===== src/rtl/loa_accumulator.sv =====
// Approximate multi-cycle accumulator built on a lower-part-OR adder (LOA).
// Sums COUNT unsigned operands into an ACC_W-bit result. The low APPROX_BITS
// bits of each addition are OR-approximated; the upper bits use an exact ripple
// chain of full_adder cells. A sticky flag records any carry out of the MSB.

// Single-bit full adder; one cell of the exact upper ripple chain.
module full_adder (
  input  logic a,
  input  logic b,
  input  logic cin,
  output logic sum,
  output logic cout
);

  assign sum  = a ^ b ^ cin;
  assign cout = (a & b) | (cin & (a ^ b));

endmodule

module loa_accumulator #(
  parameter int unsigned IN_W        = 16,
  parameter int unsigned ACC_W       = 24,
  parameter int unsigned APPROX_BITS = 4,
  parameter int unsigned COUNT       = 9
) (
  input  logic             clk,
  input  logic             rst,
  input  logic             in_valid,
  output logic             in_ready,
  input  logic [IN_W-1:0]  in_data,
  output logic             out_valid,
  input  logic             out_ready,
  output logic [ACC_W-1:0] out_sum,
  output logic             out_ovf
);

  // Beat counter only has to reach COUNT.
  localparam int unsigned CntW = $clog2(COUNT + 1);

  localparam logic [1:0] StIdle = 2'd0;
  localparam logic [1:0] StAcc  = 2'd1;
  localparam logic [1:0] StDone = 2'd2;

  logic [1:0]       state_q, state_d;
  logic [ACC_W-1:0] acc_q, acc_d;
  logic [CntW-1:0]  cnt_q, cnt_d;
  logic             ovf_q, ovf_d;

  logic [ACC_W-1:0]           x;
  logic [ACC_W-1:0]           loa_sum;
  logic                       cin_hi;
  logic [ACC_W:APPROX_BITS]   carry;
  logic                       beat;
  logic                       last_beat;

  assign x = ACC_W'(in_data);

  // LOA lower part: OR approximation, with the top approximate bit pair
  // generating the carry into the exact section.
  if (APPROX_BITS > 0) begin : g_lower
    assign loa_sum[APPROX_BITS-1:0] = acc_q[APPROX_BITS-1:0] | x[APPROX_BITS-1:0];
    assign cin_hi = acc_q[APPROX_BITS-1] & x[APPROX_BITS-1];
  end else begin : g_no_lower
    assign cin_hi = 1'b0;
  end

  assign carry[APPROX_BITS] = cin_hi;

  // Exact upper part: ripple chain of full adders.
  for (genvar i = APPROX_BITS; i < ACC_W; i++) begin : g_ripple
    full_adder u_fa (
      .a    (acc_q[i]),
      .b    (x[i]),
      .cin  (carry[i]),
      .sum  (loa_sum[i]),
      .cout (carry[i+1])
    );
  end

  // in_ready is forced low while reset is asserted, not just after it.
  assign in_ready  = ~rst & (state_q != StDone);
  assign beat      = in_valid & in_ready;
  // cnt_q holds beats already taken, so the COUNT-th beat sees COUNT-1.
  assign last_beat = (cnt_q == CntW'(COUNT - 1));

  // Next-state: accumulate on each beat, park in DONE until the result is taken.
  // acc_q is zero in IDLE, so the first beat needs no special adder path.
  always_comb begin
    state_d = state_q;
    acc_d   = acc_q;
    cnt_d   = cnt_q;
    ovf_d   = ovf_q;
    unique case (state_q)
      StIdle, StAcc: begin
        if (beat) begin
          acc_d   = loa_sum;
          cnt_d   = cnt_q + CntW'(1);
          ovf_d   = ovf_q | carry[ACC_W];
          state_d = last_beat ? StDone : StAcc;
        end
      end
      StDone: begin
        if (out_ready) begin
          acc_d   = '0;
          cnt_d   = '0;
          ovf_d   = 1'b0;
          state_d = StIdle;
        end
      end
      default: begin
        acc_d   = '0;
        cnt_d   = '0;
        ovf_d   = 1'b0;
        state_d = StIdle;
      end
    endcase
  end

  // State registers; reset discards any partial window immediately.
  always_ff @(posedge clk or posedge rst) begin
    if (rst) begin
      state_q <= StIdle;
      acc_q   <= '0;
      cnt_q   <= '0;
      ovf_q   <= 1'b0;
    end else begin
      state_q <= state_d;
      acc_q   <= acc_d;
      cnt_q   <= cnt_d;
      ovf_q   <= ovf_d;
    end
  end

  // Result is taken straight from the registers, so it holds under backpressure.
  assign out_valid = (state_q == StDone);
  assign out_sum   = acc_q;
  assign out_ovf   = ovf_q;

endmodule


===== config.mk =====
export PLATFORM = sky130hd
export DESIGN_NAME = loa_accumulator
export DESIGN_NICKNAME = d
export VERILOG_FILES = /design/src/rtl/loa_accumulator.sv
export SDC_FILE = /design/constraint.sdc
export NUM_CORES = 1
export LEC_CHECK = 0
export CAP_MARGIN = 0
export CORE_MARGIN = 5
export CORE_UTILIZATION = 50
export DETAILED_ROUTE_END_ITERATION = 8
export PLACE_DENSITY = 0.88
export SLEW_MARGIN = 20
export SYNTH_ARGS = -nofsm -noshare
export SYNTH_HDL_FRONTEND = slang
export SYNTH_SLANG_ARGS = --single-unit

===== constraint.sdc =====
create_clock -name clk -period 10.4 [get_ports clk]
set_clock_uncertainty 0.15 [all_clocks]
set_input_delay 2.08 -clock clk [delete_from_list [all_inputs] [get_ports clk]]
set_output_delay 2.08 -clock clk [all_outputs]
set_load 0.05 [all_outputs]

After elaboration in Yosys (flattened, before gate mapping)
Cells that the tools add are included.
{"block": "word_totals", "word_cells": 109, "reg_bits": 31, "in_bits": 20, "out_inout_bits": 27}
{"block": "classes", "n_bitwise": 82, "n_mux": 13, "n_reduce_logical": 3, "addsub": 1, "n_eq_ne": 6}
{"operator": "$mux W24", "count": 2}
{"operator": "$pmux W24 S2", "count": 1}
{"operator": "$and A1 B1 Y1", "count": 35}
{"operator": "$xor A1 B1 Y1", "count": 32}
{"operator": "$or A1 B1 Y1", "count": 13}
{"operator": "$mux W4", "count": 2}
{"operator": "$pmux W4 S2", "count": 1}
{"operator": "$mux W2", "count": 3}
{"operator": "$add A4 B1 Y4 const B", "count": 1}
{"operator": "$eq A4 B4 Y1 const B", "count": 1}
{"operator": "$ne A2 B2 Y1 const B", "count": 2}
{"operator": "$or A4 B4 Y4", "count": 1}
{"operator": "$pmux W2 S2", "count": 1}
{"operator": "$eq A2 B1 Y1 const B", "count": 1}
{"operator": "$eq A2 B2 Y1 const B", "count": 1}
{"operator": "$logic_not A2 Y1", "count": 1}
{"operator": "$mux W1", "count": 2}
{"operator": "$ne A2 B1 Y1 const B", "count": 1}
{"operator": "$pmux W1 S2", "count": 1}
{"operator": "$reduce_and A2 Y1", "count": 1}
{"operator": "$reduce_or A2 Y1", "count": 1}
{"operator": "$not A1 Y1", "count": 1}

Depth between registers and ports, before layout
Gate-level depths: netlist (run 1).
{"block": "logic_depth", "depth_word": 36, "ltp_mapped": 24, "depth_no_buf": 24}

Hierarchy
A second synthesis (run 1) with hierarchy kept.
{"block": "hier_totals", "cells_unflattened": 116, "area_unflattened_um2": 1639.1}
{"mod": "loa_accumulator", "area_each_um2": 1238.7, "seq_area_each_um2": 775.7, "cells_each": 96, "n_inst": 1}
{"mod": "full_adder", "area_each_um2": 20.0, "seq_area_each_um2": 0.0, "cells_each": 1, "n_inst": 20}

Worst setup path before layout (run 1)
Ideal clock, no wire load.
{"block": "synth_path", "kind": "in2reg", "from": "in in_data[4]", "to": "reg acc_q[23] (netlist: out_sum[23])", "path_stages": 24, "n_path_buf": 0, "path_slack_ns": 2.183, "t_required_ns": 10.132, "t_arrival_ns": 7.949, "setup_time_ns": 0.118, "path_cell_list": "inv_1 fa_1 fa_1 fa_1 fa_1 fa_1 fa_1 fa_1 fa_1 fa_1 fa_1 fa_1 inv_1 fa_1 ha_1 ha_1 ha_1 ha_1 ha_1 ha_1 ha_1 ha_1 and3_1 a21o_1"}
{"block": "synth_via", "elab_chain_len": 35, "elab_cells_between_ends": 36, "classes_between": "2 x mux; 34 x bitwise"}
{"item": "from (decl)", "line_no": "30", "rtl": "input logic [IN_W-1:0] in_data,"}
{"item": "$xor A1 B1 Y1", "line_no": "16", "rtl": "assign cout = (a & b) | (cin & (a ^ b));"}
{"item": "$and A1 B1 Y1", "line_no": "16"}
{"item": "$or A1 B1 Y1 *", "line_no": "16"}
{"item": "$and A1 B1 Y1 *", "line_no": "16"}
{"item": "$or A1 B1 Y1 *", "line_no": "16"}
{"item": "$and A1 B1 Y1 *", "line_no": "16"}
{"item": "$or A1 B1 Y1 *", "line_no": "16"}
{"item": "$and A1 B1 Y1 *", "line_no": "16"}
{"item": "(+13 left out)"}
{"item": "$and A1 B1 Y1 *", "line_no": "16"}
{"item": "$or A1 B1 Y1 *", "line_no": "16"}
{"item": "$and A1 B1 Y1 *", "line_no": "16"}
{"item": "$or A1 B1 Y1 *", "line_no": "16"}
{"item": "$and A1 B1 Y1 * (7 in series)", "line_no": "16"}
{"item": "$xor A1 B1 Y1 *", "line_no": "15", "rtl": "assign sum = a ^ b ^ cin;"}
{"item": "$mux W24 *", "line_no": "95", "rtl": "if (beat) begin"}
{"item": "$pmux W24 S2 *", "line_no": "93", "rtl": "unique case (state_q)"}
{"item": "to (signal assigned)", "line_no": "123", "rtl": "acc_q <= '0;"}
{"item": "to (signal assigned)", "line_no": "128", "rtl": "acc_q <= acc_d;"}
{"item": "to (decl)", "line_no": "45", "rtl": "logic [ACC_W-1:0] acc_q, acc_d;"}
Mark *: on every way between the ends. The rest lies on a longest branch, timed or not. The select of a mux whose other input is x is not followed.
A chain may end at the register's enable or synchronous reset.

Final worst setup path (run 1)
{"block": "layout_path", "from": "in in_data[3]", "to": "reg acc_q[23] (netlist: out_sum[23])"}
{"block": "layout_via", "elab_chain_len": 35}
{"item": "$and A1 B1 Y1", "line_no": "62", "rtl": "assign cin_hi = acc_q[APPROX_BITS-1] & x[APPROX_BITS-1];"}
{"item": "$and A1 B1 Y1", "line_no": "16"}
{"item": "$or A1 B1 Y1", "line_no": "16"}
{"item": "$and A1 B1 Y1", "line_no": "16"}
{"item": "$or A1 B1 Y1", "line_no": "16"}
{"item": "$and A1 B1 Y1", "line_no": "16"}
{"item": "$or A1 B1 Y1", "line_no": "16"}
{"item": "$and A1 B1 Y1", "line_no": "16"}
{"item": "(+13 left out)"}
{"item": "$and A1 B1 Y1", "line_no": "16"}
{"item": "$or A1 B1 Y1", "line_no": "16"}
{"item": "$and A1 B1 Y1", "line_no": "16"}
{"item": "$or A1 B1 Y1", "line_no": "16"}
{"item": "$and A1 B1 Y1 (7 in series)", "line_no": "16"}
{"item": "$xor A1 B1 Y1", "line_no": "15"}
{"item": "$mux W24", "line_no": "95"}
{"item": "$pmux W24 S2", "line_no": "93"}
Every way passes these cells. The select of a mux whose other input is x is not followed.

==> results of run 1 <==
==> cell type report <==
cell class,count,area [µm²],area share
inverters,27,101.3,0.04288
clock buffers,6,82.58,0.03494
well taps,48,60.06,0.02541
multi-input cells,94,863.3,0.3653
flip-flops and latches,31,775.7,0.3282
clock inverters,1,5.005,0.002118
repair buffers,48,475.5,0.2012
==> worst reg2reg max path, cell delays in order, from the launching register on <==
cell and delay, ns:
sky130_fd_sc_hd__dfrtp_1 0.37, sky130_fd_sc_hd__inv_1 0.07, sky130_fd_sc_hd__fa_1 0.40, sky130_fd_sc_hd__fa_1 0.39, sky130_fd_sc_hd__fa_1 0.40, sky130_fd_sc_hd__fa_1 0.39, sky130_fd_sc_hd__fa_1 0.39, sky130_fd_sc_hd__fa_1 0.39
sky130_fd_sc_hd__fa_1 0.39, sky130_fd_sc_hd__fa_1 0.39, sky130_fd_sc_hd__fa_1 0.39, sky130_fd_sc_hd__fa_1 0.39, sky130_fd_sc_hd__fa_1 0.36, sky130_fd_sc_hd__inv_1 0.07, sky130_fd_sc_hd__fa_1 0.17, sky130_fd_sc_hd__ha_1 0.15
sky130_fd_sc_hd__ha_1 0.13, sky130_fd_sc_hd__ha_1 0.13, sky130_fd_sc_hd__ha_1 0.14, sky130_fd_sc_hd__ha_1 0.15, sky130_fd_sc_hd__ha_1 0.14, sky130_fd_sc_hd__ha_1 0.14, sky130_fd_sc_hd__ha_1 0.22, sky130_fd_sc_hd__and3_1 0.16
sky130_fd_sc_hd__a21o_1 0.14
==> cells in the final DEF (no fill, tap or decap), types with 2 or more instances in the layout <==
cell type,count
sky130_fd_sc_hd__a21o_1,23
sky130_fd_sc_hd__a32o_1,5
sky130_fd_sc_hd__and3_1,10
sky130_fd_sc_hd__buf_4,2
sky130_fd_sc_hd__clkbuf_8,6
sky130_fd_sc_hd__clkdlybuf4s50_1,46
sky130_fd_sc_hd__dfrtp_1,31
sky130_fd_sc_hd__fa_1,12
sky130_fd_sc_hd__ha_1,10
sky130_fd_sc_hd__inv_1,26
sky130_fd_sc_hd__nand2_1,3
sky130_fd_sc_hd__nor2_1,4
sky130_fd_sc_hd__nor2b_1,3
sky130_fd_sc_hd__nor3_1,12
==> state kept, by name, summed over array words and instances, names as in the netlist <==
register / cells
out_sum: 24
cnt_q: 4
state_q: 2
out_ovf: 1
==> kinds of logic (layout without fill, tap and decap cells) <==
family,Yosys count,after routing
AND/OR/NAND/NOR,36,36
AO/OA/AOI/OAI,34,34
adder cells (fa/ha/maj),22,22
multiplexers,2,2
buffers and inverters,56,82
flip-flops,31,31
==> how the worst max path moves through the flow <==
| stage | startpoint | to | slack, ns | depth (start not counted) |
|---|---|---|---|---|
| after detailed placement | in_data[3] | out_sum[23]$_DFFE_PP0P_ | 1.41 | 25 |
| after global routing | in_data[3] | out_sum[23]$_DFFE_PP0P_ | 1.53 | 25 |
| final | in_data[3] | out_sum[23]$_DFFE_PP0P_ | 1.77 | 25 |
| after floorplan | in_data[4] | out_sum[23]$_DFFE_PP0P_ | 2.18 | 24 |
| after CTS | in_data[3] | out_sum[23]$_DFFE_PP0P_ | 1.70 | 25 |
| after global placement | in_data[3] | out_sum[23]$_DFFE_PP0P_ | 1.58 | 25 |
==> power groups by stage <==
stage          Combinational [mW]  Clock (mW)  Sequential [mW]
6_report                    0.345      0.0927            0.202
5_1_grt                     0.380       0.101            0.210
4_1_cts                     0.351      0.0962            0.203
3_5_place_dp                0.350           0            0.204
3_3_place_gp                0.338           0            0.202
2_1_floorplan               0.269           0            0.218
==> metal layers <==
layer	up-vias	part of all wire	track usage
met5	-	0	0
met4	0	0.012	0.04713
met3	6	0.056	0.03581
met2	40	0.50	0.2595
met1	642	0.43	0.1998
li1	622	-	-
==> results_tabular.tex, run 1 <==
\begin{tabular}{lr}
\hline
Metric & Value \\
\hline
\multicolumn{2}{l}{\textbf{Run status}} \\
Status & finished, final reports clean \\
\multicolumn{2}{l}{\textbf{Detailed routing}} \\
Number of vias after detailed routing & 1,310 \\
Vias per inst & 5.137 \\
Total routed wirelength & 3.676 mm \\
Post-detailed-route DRC marker count & 0 \\
Final routed wire length divided by cell count & 14.42 µm \\
Initial DRT Pass Iterations & 4 \\
Starting DRC count in detailed routing & 82 \\
ANT nets after route & 0 \\
\multicolumn{2}{l}{\textbf{STA}} \\
Pin slew with the least headroom to its limit & 0.6550 ns \\
Upper clock frequency limit & approximately 120 MHz \\
Total of endpoints with negative setup slack in the final report & 0 \\
Worst slew margin & 0.5633 \\
Hold slack final & 0.3423 ns \\
Summed negative setup slack over all endpoints & 0 ns \\
Slew Limit Fails & 0 \\
Final Worst Setup Slack & 1.766 ns \\
Final Hold Fails & 0 \\
Setup repair after global routing missed its margin & false \\
Minimum clock period after layout & about 8.6 ns \\
Period Utilization, post-route & 0.8302 \\
\multicolumn{2}{l}{\textbf{Synth}} \\
Area of the mapped netlist & 1962 µm² \\
Dominant combinational cell family by area after synthesis & adder cells \\
Post-synth top area share & 0.3954 \\
Synthesized net count & 223 \\
Sequential share of the synthesized area & 0.3954 \\
Prevailing post-synth register cell & sky130\_fd\_sc\_hd\_\_dfrtp\_1 \\
Number of synthesized register bits & 31 \\
Number of enable flip-flop cells after synthesis & 0 \\
Yosys Warn Count & 0 \\
Gate count after technology mapping & 181 \\
Xor and xnor fraction of the mapped netlist area & 0 \\
Top-count cell post-synth & sky130\_fd\_sc\_hd\_\_dfrtp\_1 \\
Synth Area in Compound Gates & 0.1435 \\
Syn avg cell area & $\sim$11 µm² \\
Mux cell area share after synthesis & 0.01084 \\
Share of async-settable or async-resettable flops after synthesis & 1.000 \\
Synth area leaders & sky130\_fd\_sc\_hd\_\_dfrtp\_1, sky130\_fd\_sc\_hd\_\_fa\_1, sky130\_fd\_sc\_hd\_\_a21o\_1, sky130\_fd\_sc\_hd\_\_buf\_4, sky130\_fd\_sc\_hd\_\_ha\_1 \\
Simple-gate share of the synthesized area & 0.09949 \\
Adder-cell share of the synthesized area & 0.1862 \\
Cell variety after synth & 28 \\
Ranking of synthesized cells by instance count & sky130\_fd\_sc\_hd\_\_dfrtp\_1, sky130\_fd\_sc\_hd\_\_inv\_1, sky130\_fd\_sc\_hd\_\_a21o\_1 \\
Synth area leader & sky130\_fd\_sc\_hd\_\_dfrtp\_1 \\
\multicolumn{2}{l}{\textbf{Finish}} \\
Growth of design area from synthesis to finish & 20.47\% \\
Final cell area excluding filler cells & 2364 µm² \\
Number of standard cells in the layout, taps in and fillers out & approximately 260 \\
Fill cells & 338 \\
Fraction of the core area covered by cells at the end of the flow & 0.6314 \\
Diode count & 0 \\
Final Net Count & 249 \\
Fraction of final layout cells with drive strength greater than 1 & 0.06280 \\
\multicolumn{2}{l}{\textbf{Clocking}} \\
CTS H-tree lvls & 2 \\
Total number of clock tree sinks & 31 \\
Worst-case clock buffer depth & 2 \\
Clock latency at the later pin of the worst-skew pair & 0.27 ns \\
Number of buffers created by CTS & 5 \\
PostCTS Resize Cnt & 0 \\
Clock slew seen by the registers of the worst setup and hold paths & 0.06 ns \\
CTS hold repair buffers & 0 \\
CTS tree & built \\
Post-CTS Repair Setup Buffers & 0 \\
Root cell of the clock tree & sky130\_fd\_sc\_hd\_\_clkbuf\_8 \\
\multicolumn{2}{l}{\textbf{Global routing}} \\
Global-route wire length before repair & $\sim$6.4 mm \\
Number of global-route vias before repair & 1,379 \\
Global route total overflow & 0 \\
Initial antenna violation count & 0 \\
GR Util All Layers & 0.1551 \\
Maximum number of pins on one net before global-route repair & 23 \\
\multicolumn{2}{l}{\textbf{Power}} \\
Sw frac & 0.4534 \\
Power share of the clock group & 0.145 \\
Power density over the cells & 270.9 nW/µm² \\
LEAKAGE & 1.292 nW \\
Sequential power share & 0.316 \\
Worst vdd rail ir drop & about 0.16 mV \\
Total power after layout & about 0.64 mW \\
Design internal power & 0.3500 mW \\
Combinational share of power & 0.539 \\
Net Switching & around 0.29 mW \\
\multicolumn{2}{l}{\textbf{Worst setup path}} \\
Number of buffer and inverter instances along the worst setup path & 2 \\
Required time of the critical path & 10.42 ns \\
Peak per-stage delay on the critical path & 0.48 ns \\
R2r setup slk & 3.68 ns \\
Number of cell instances on the worst register-to-register path & 24 \\
Reg-to-Reg Start & out\_sum[4]\$\_DFFE\_PP0P\_ \\
Kind of launch point of the worst setup path & input port \\
End of the worst register-to-register path & out\_sum[23]\$\_DFFE\_PP0P\_ \\
Critical path start-end classification & input port to flip-flop \\
Slowest stage cell, crit path & sky130\_fd\_sc\_hd\_\_clkdlybuf4s50\_1 \\
Data arrival, critical path & 8.65 ns \\
Kind of cell with the highest combined delay on the critical path & adder cells \\
Most frequent cell on the critical path & sky130\_fd\_sc\_hd\_\_fa\_1 \\
Endpoint type of the worst setup path & flip-flop \\
Largest driver fanout on the critical path & 2 \\
\multicolumn{2}{l}{\textbf{Worst hold path}} \\
Min-Delay Path Depth & 1 \\
Class of the worst hold path & flip-flop to flip-flop \\
Source of the worst hold timing path & out\_sum[2]\$\_DFFE\_PP0P\_ \\
Hold Path End & out\_sum[2]\$\_DFFE\_PP0P\_ \\
\multicolumn{2}{l}{\textbf{Placement}} \\
Instance area after placement & around 2300 µm² \\
Detailed placement HPWL & $\sim$2.8 mm \\
Dpl ws & 1.405 ns \\
Total of buffers placed on input and output ports & 46 \\
Last weighted congestion value of the routability-driven placer & approximately 0.76 \\
Cell count after placement & around 250 \\
\multicolumn{2}{l}{\textbf{Die}} \\
Overall die width & 72.64 µm \\
Std-Cell Rows & 22 \\
Die ar. & 5277 µm² \\
Overall die height & 72.64 µm \\
Initial core utilization & 0.5241 \\
Placeable Area & around 3700 µm² \\
I/O Pins & 47 \\
\multicolumn{2}{l}{\textbf{Flow run}} \\
Max-capacitance violation count & 0 \\
\hline
\end{tabular}
Power figures use the tool's default switching activity.
==> run 2: changes to the inputs <==
- clock period: 10.4 -> 8.35 ns (I/O delays scaled with it)
==> results_tabular.tex, run 2 (synthesized netlist as in run 1, its figures left out) <==
\begin{tabular}{lr}
\hline
Metric & Value \\
\hline
\multicolumn{2}{l}{\textbf{Clocking}} \\
Total number of clock tree sinks & 31 (unchanged) \\
CTS hold repair buffers & 0 (unchanged) \\
Clock latency at the later pin of the worst-skew pair & 0.27 ns (about the same) \\
Worst-case clock buffer depth & 2 (unchanged) \\
Number of buffers created by CTS & 5 (unchanged) \\
PostCTS Resize Cnt & 0 (unchanged) \\
CTS tree & built \\
Root cell of the clock tree & sky130\_fd\_sc\_hd\_\_clkbuf\_8 \\
Clock slew seen by the registers of the worst setup and hold paths & 0.06 ns (about the same) \\
CTS H-tree lvls & 2 (unchanged) \\
Post-CTS Repair Setup Buffers & 0 (unchanged) \\
\multicolumn{2}{l}{\textbf{Finish}} \\
Most common library cell in the layout ignoring fill and taps & sky130\_fd\_sc\_hd\_\_clkdlybuf4s50\_1 \\
Final cell area excluding filler cells & 2376 µm² (+0.53\%) \\
Max FFs per register & 24 (unchanged) \\
Leading cell types in the layout, fill and taps excluded & sky130\_fd\_sc\_hd\_\_clkdlybuf4s50\_1, sky130\_fd\_sc\_hd\_\_dfrtp\_1, sky130\_fd\_sc\_hd\_\_inv\_1 \\
Fill cells & 342 (+1.2\%) \\
Final Net Count & 249 (unchanged) \\
Fraction of final layout cells with drive strength greater than 1 & 0.08696 (+0.02415) \\
Number of standard cells in the layout, taps in and fillers out & 255 (unchanged) \\
Diode count & 0 (unchanged) \\
Growth of design area from synthesis to finish & 21.11\% \\
Reg area & 775.7 µm² (unchanged) \\
Fraction of the core area covered by cells at the end of the flow & 0.6347 (+0.003343) \\
Multi-input gate area & 875.8 µm² (+1.4\%) \\
\multicolumn{2}{l}{\textbf{Global routing}} \\
Maximum number of pins on one net before global-route repair & 32 (+39\%) \\
Number of global-route vias before repair & 1,397 (+1.3\%) \\
Global route total overflow & 0 (unchanged) \\
GR Util All Layers & 0.1520 (-0.003086) \\
Global-route wire length before repair & 6.306 mm (-0.86\%) \\
Initial antenna violation count & 0 (unchanged) \\
\multicolumn{2}{l}{\textbf{Placement}} \\
Cell count after placement & 248 (unchanged) \\
Last weighted congestion value of the routability-driven placer & 0.7703 (+1.1\%) \\
Dpl ws & -0.2668 ns (-1.672 ns) \\
Detailed placement HPWL & 2.528 mm (-8.9\%) \\
Instance area after placement & 2276 µm² (unchanged) \\
Total of buffers placed on input and output ports & 46 (unchanged) \\
\multicolumn{2}{l}{\textbf{STA}} \\
Final Worst Setup Slack & 0.3221 ns (-1.444 ns) \\
Worst slew margin & 0.5636 (about the same) \\
Pin slew with the least headroom to its limit & 0.6545 ns (-0.0004493 ns) \\
Slew Limit Fails & 0 (unchanged) \\
Upper clock frequency limit & 124.6 MHz \\
Setup repair after global routing missed its margin & false \\
Period Utilization, post-route & 0.9614 \\
Hold slack final & 0.3387 ns (-0.003601 ns) \\
Total of endpoints with negative setup slack in the final report & 0 (unchanged) \\
Minimum clock period after layout & 8.028 ns \\
Summed negative setup slack over all endpoints & 0 ns (unchanged) \\
Final Hold Fails & 0 (unchanged) \\
\multicolumn{2}{l}{\textbf{Die}} \\
Die ar. & 5277 µm² (unchanged) \\
Overall die width & 72.64 µm (unchanged) \\
Initial core utilization & 0.5241 (unchanged) \\
I/O Pins & 47 (unchanged) \\
Std-Cell Rows & 22 (unchanged) \\
Overall die height & 72.64 µm (unchanged) \\
Placeable Area & 3744 µm² (unchanged) \\
\multicolumn{2}{l}{\textbf{Detailed routing}} \\
Total routed wirelength & 3.579 mm (-2.6\%) \\
Final routed wire length divided by cell count & 14.04 µm (-2.6\%) \\
Vias per inst & 5.247 (+2.1\%) \\
ANT nets after route & 0 (unchanged) \\
Post-detailed-route DRC marker count & 0 (unchanged) \\
Starting DRC count in detailed routing & 115 (+40\%) \\
Number of vias after detailed routing & 1,338 (+2.1\%) \\
Initial DRT Pass Iterations & 4 (unchanged) \\
\multicolumn{2}{l}{\textbf{Worst setup path}} \\
Largest driver fanout on the critical path & 1 (-1) \\
Reg-to-Reg Start & out\_sum[4]\$\_DFFE\_PP0P\_ \\
Data arrival, critical path & 8.05 ns (-0.60 ns) \\
Critical path startpoint & in\_data[4] \\
Kind of launch point of the worst setup path & input port \\
Required time of the critical path & 8.37 ns (-2.05 ns) \\
Critical path start-end classification & input port to flip-flop \\
Endpoint type of the worst setup path & flip-flop \\
\multicolumn{2}{l}{\textbf{Power}} \\
Power density over the cells & 337.4 nW/µm² (+25\%) \\
Total power after layout & 0.8017 mW (+25\%) \\
LEAKAGE & 1.290 nW (-0.17\%) \\
Worst vdd rail ir drop & 0.1924 mV (+17\%) \\
\multicolumn{2}{l}{\textbf{Run status}} \\
Status & finished, final reports clean \\
\multicolumn{2}{l}{\textbf{Flow run}} \\
Max-capacitance violation count & 0 (unchanged) \\
\multicolumn{2}{l}{\textbf{Worst hold path}} \\
Class of the worst hold path & flip-flop to flip-flop \\
Source of the worst hold timing path & out\_sum[2]\$\_DFFE\_PP0P\_ \\
\hline
\end{tabular}
==> run 2: cell counts in the layout (fill, tap and decap cells not counted) <==
Identical to the previous run, type by type.
==> run 2: final cells by class <==
class	count	area share
Tap cell	48	0.02528
Clock buffer	6	0.03476
Timing Repair Buffer	48	0.2001
Clock inverter	1	0.002106
Sequential cell	31	0.3265
Multi-Input combinational cell	94	0.3686
Inverter	27	0.04265
==> run 2: per-layer routing <==
layer	vias to the layer above	GRT usage	routed length (µm)
li1	626	-	-
met1	673	0.2044	1605
met2	35	0.2365	1720
met3	4	0.04270	220
met4	0	0.05123	33
met5	-	0	0
==> run 2: power breakdown <==
part / internal, mW / switching, mW / total (mW)
Clock: 0.0645 / 0.0516 / 0.116
Sequential: 0.203 / 0.0488 / 0.252
Combinational: 0.172 / 0.262 / 0.434
Total: 0.439 / 0.362 / 0.802
==> run 2: final timing paths <==
check                                          end  slack [ns]  cells after the start
min in group asynchronous  out_sum[22]$_DFFE_PP0P_        1.80                      3
max reg2reg                out_sum[23]$_DFFE_PP0P_        1.81                     24
min reg2reg                 out_sum[2]$_DFFE_PP0P_        0.34                      1
max in group asynchronous  out_sum[10]$_DFFE_PP0P_        5.97                      3
max                        out_sum[23]$_DFFE_PP0P_        0.32                     25
min                         out_sum[2]$_DFFE_PP0P_        0.34                      1
==> run 2: worst max-delay path, cell delays in order <==
cell and delay, ns:
sky130_fd_sc_hd__clkdlybuf4s50_1 0.45, sky130_fd_sc_hd__inv_1 0.05, sky130_fd_sc_hd__fa_1 0.44, sky130_fd_sc_hd__fa_2 0.36
sky130_fd_sc_hd__fa_2 0.36, sky130_fd_sc_hd__fa_2 0.35, sky130_fd_sc_hd__fa_1 0.38, sky130_fd_sc_hd__fa_1 0.38
sky130_fd_sc_hd__fa_1 0.39, sky130_fd_sc_hd__fa_1 0.39, sky130_fd_sc_hd__fa_2 0.35, sky130_fd_sc_hd__fa_2 0.35
sky130_fd_sc_hd__fa_1 0.36, sky130_fd_sc_hd__inv_1 0.07, sky130_fd_sc_hd__fa_1 0.17, sky130_fd_sc_hd__ha_1 0.15
sky130_fd_sc_hd__ha_1 0.14, sky130_fd_sc_hd__ha_1 0.13, sky130_fd_sc_hd__ha_1 0.13, sky130_fd_sc_hd__ha_1 0.14
sky130_fd_sc_hd__ha_1 0.15, sky130_fd_sc_hd__ha_1 0.15, sky130_fd_sc_hd__ha_1 0.22, sky130_fd_sc_hd__and3_1 0.16
sky130_fd_sc_hd__a21o_1 0.14
==> run 3: changes to the inputs <==
- SLEW_MARGIN: 20 -> default
==> results of run 3 <==
Final layout, timing and power as in run 2 (identical DEF).
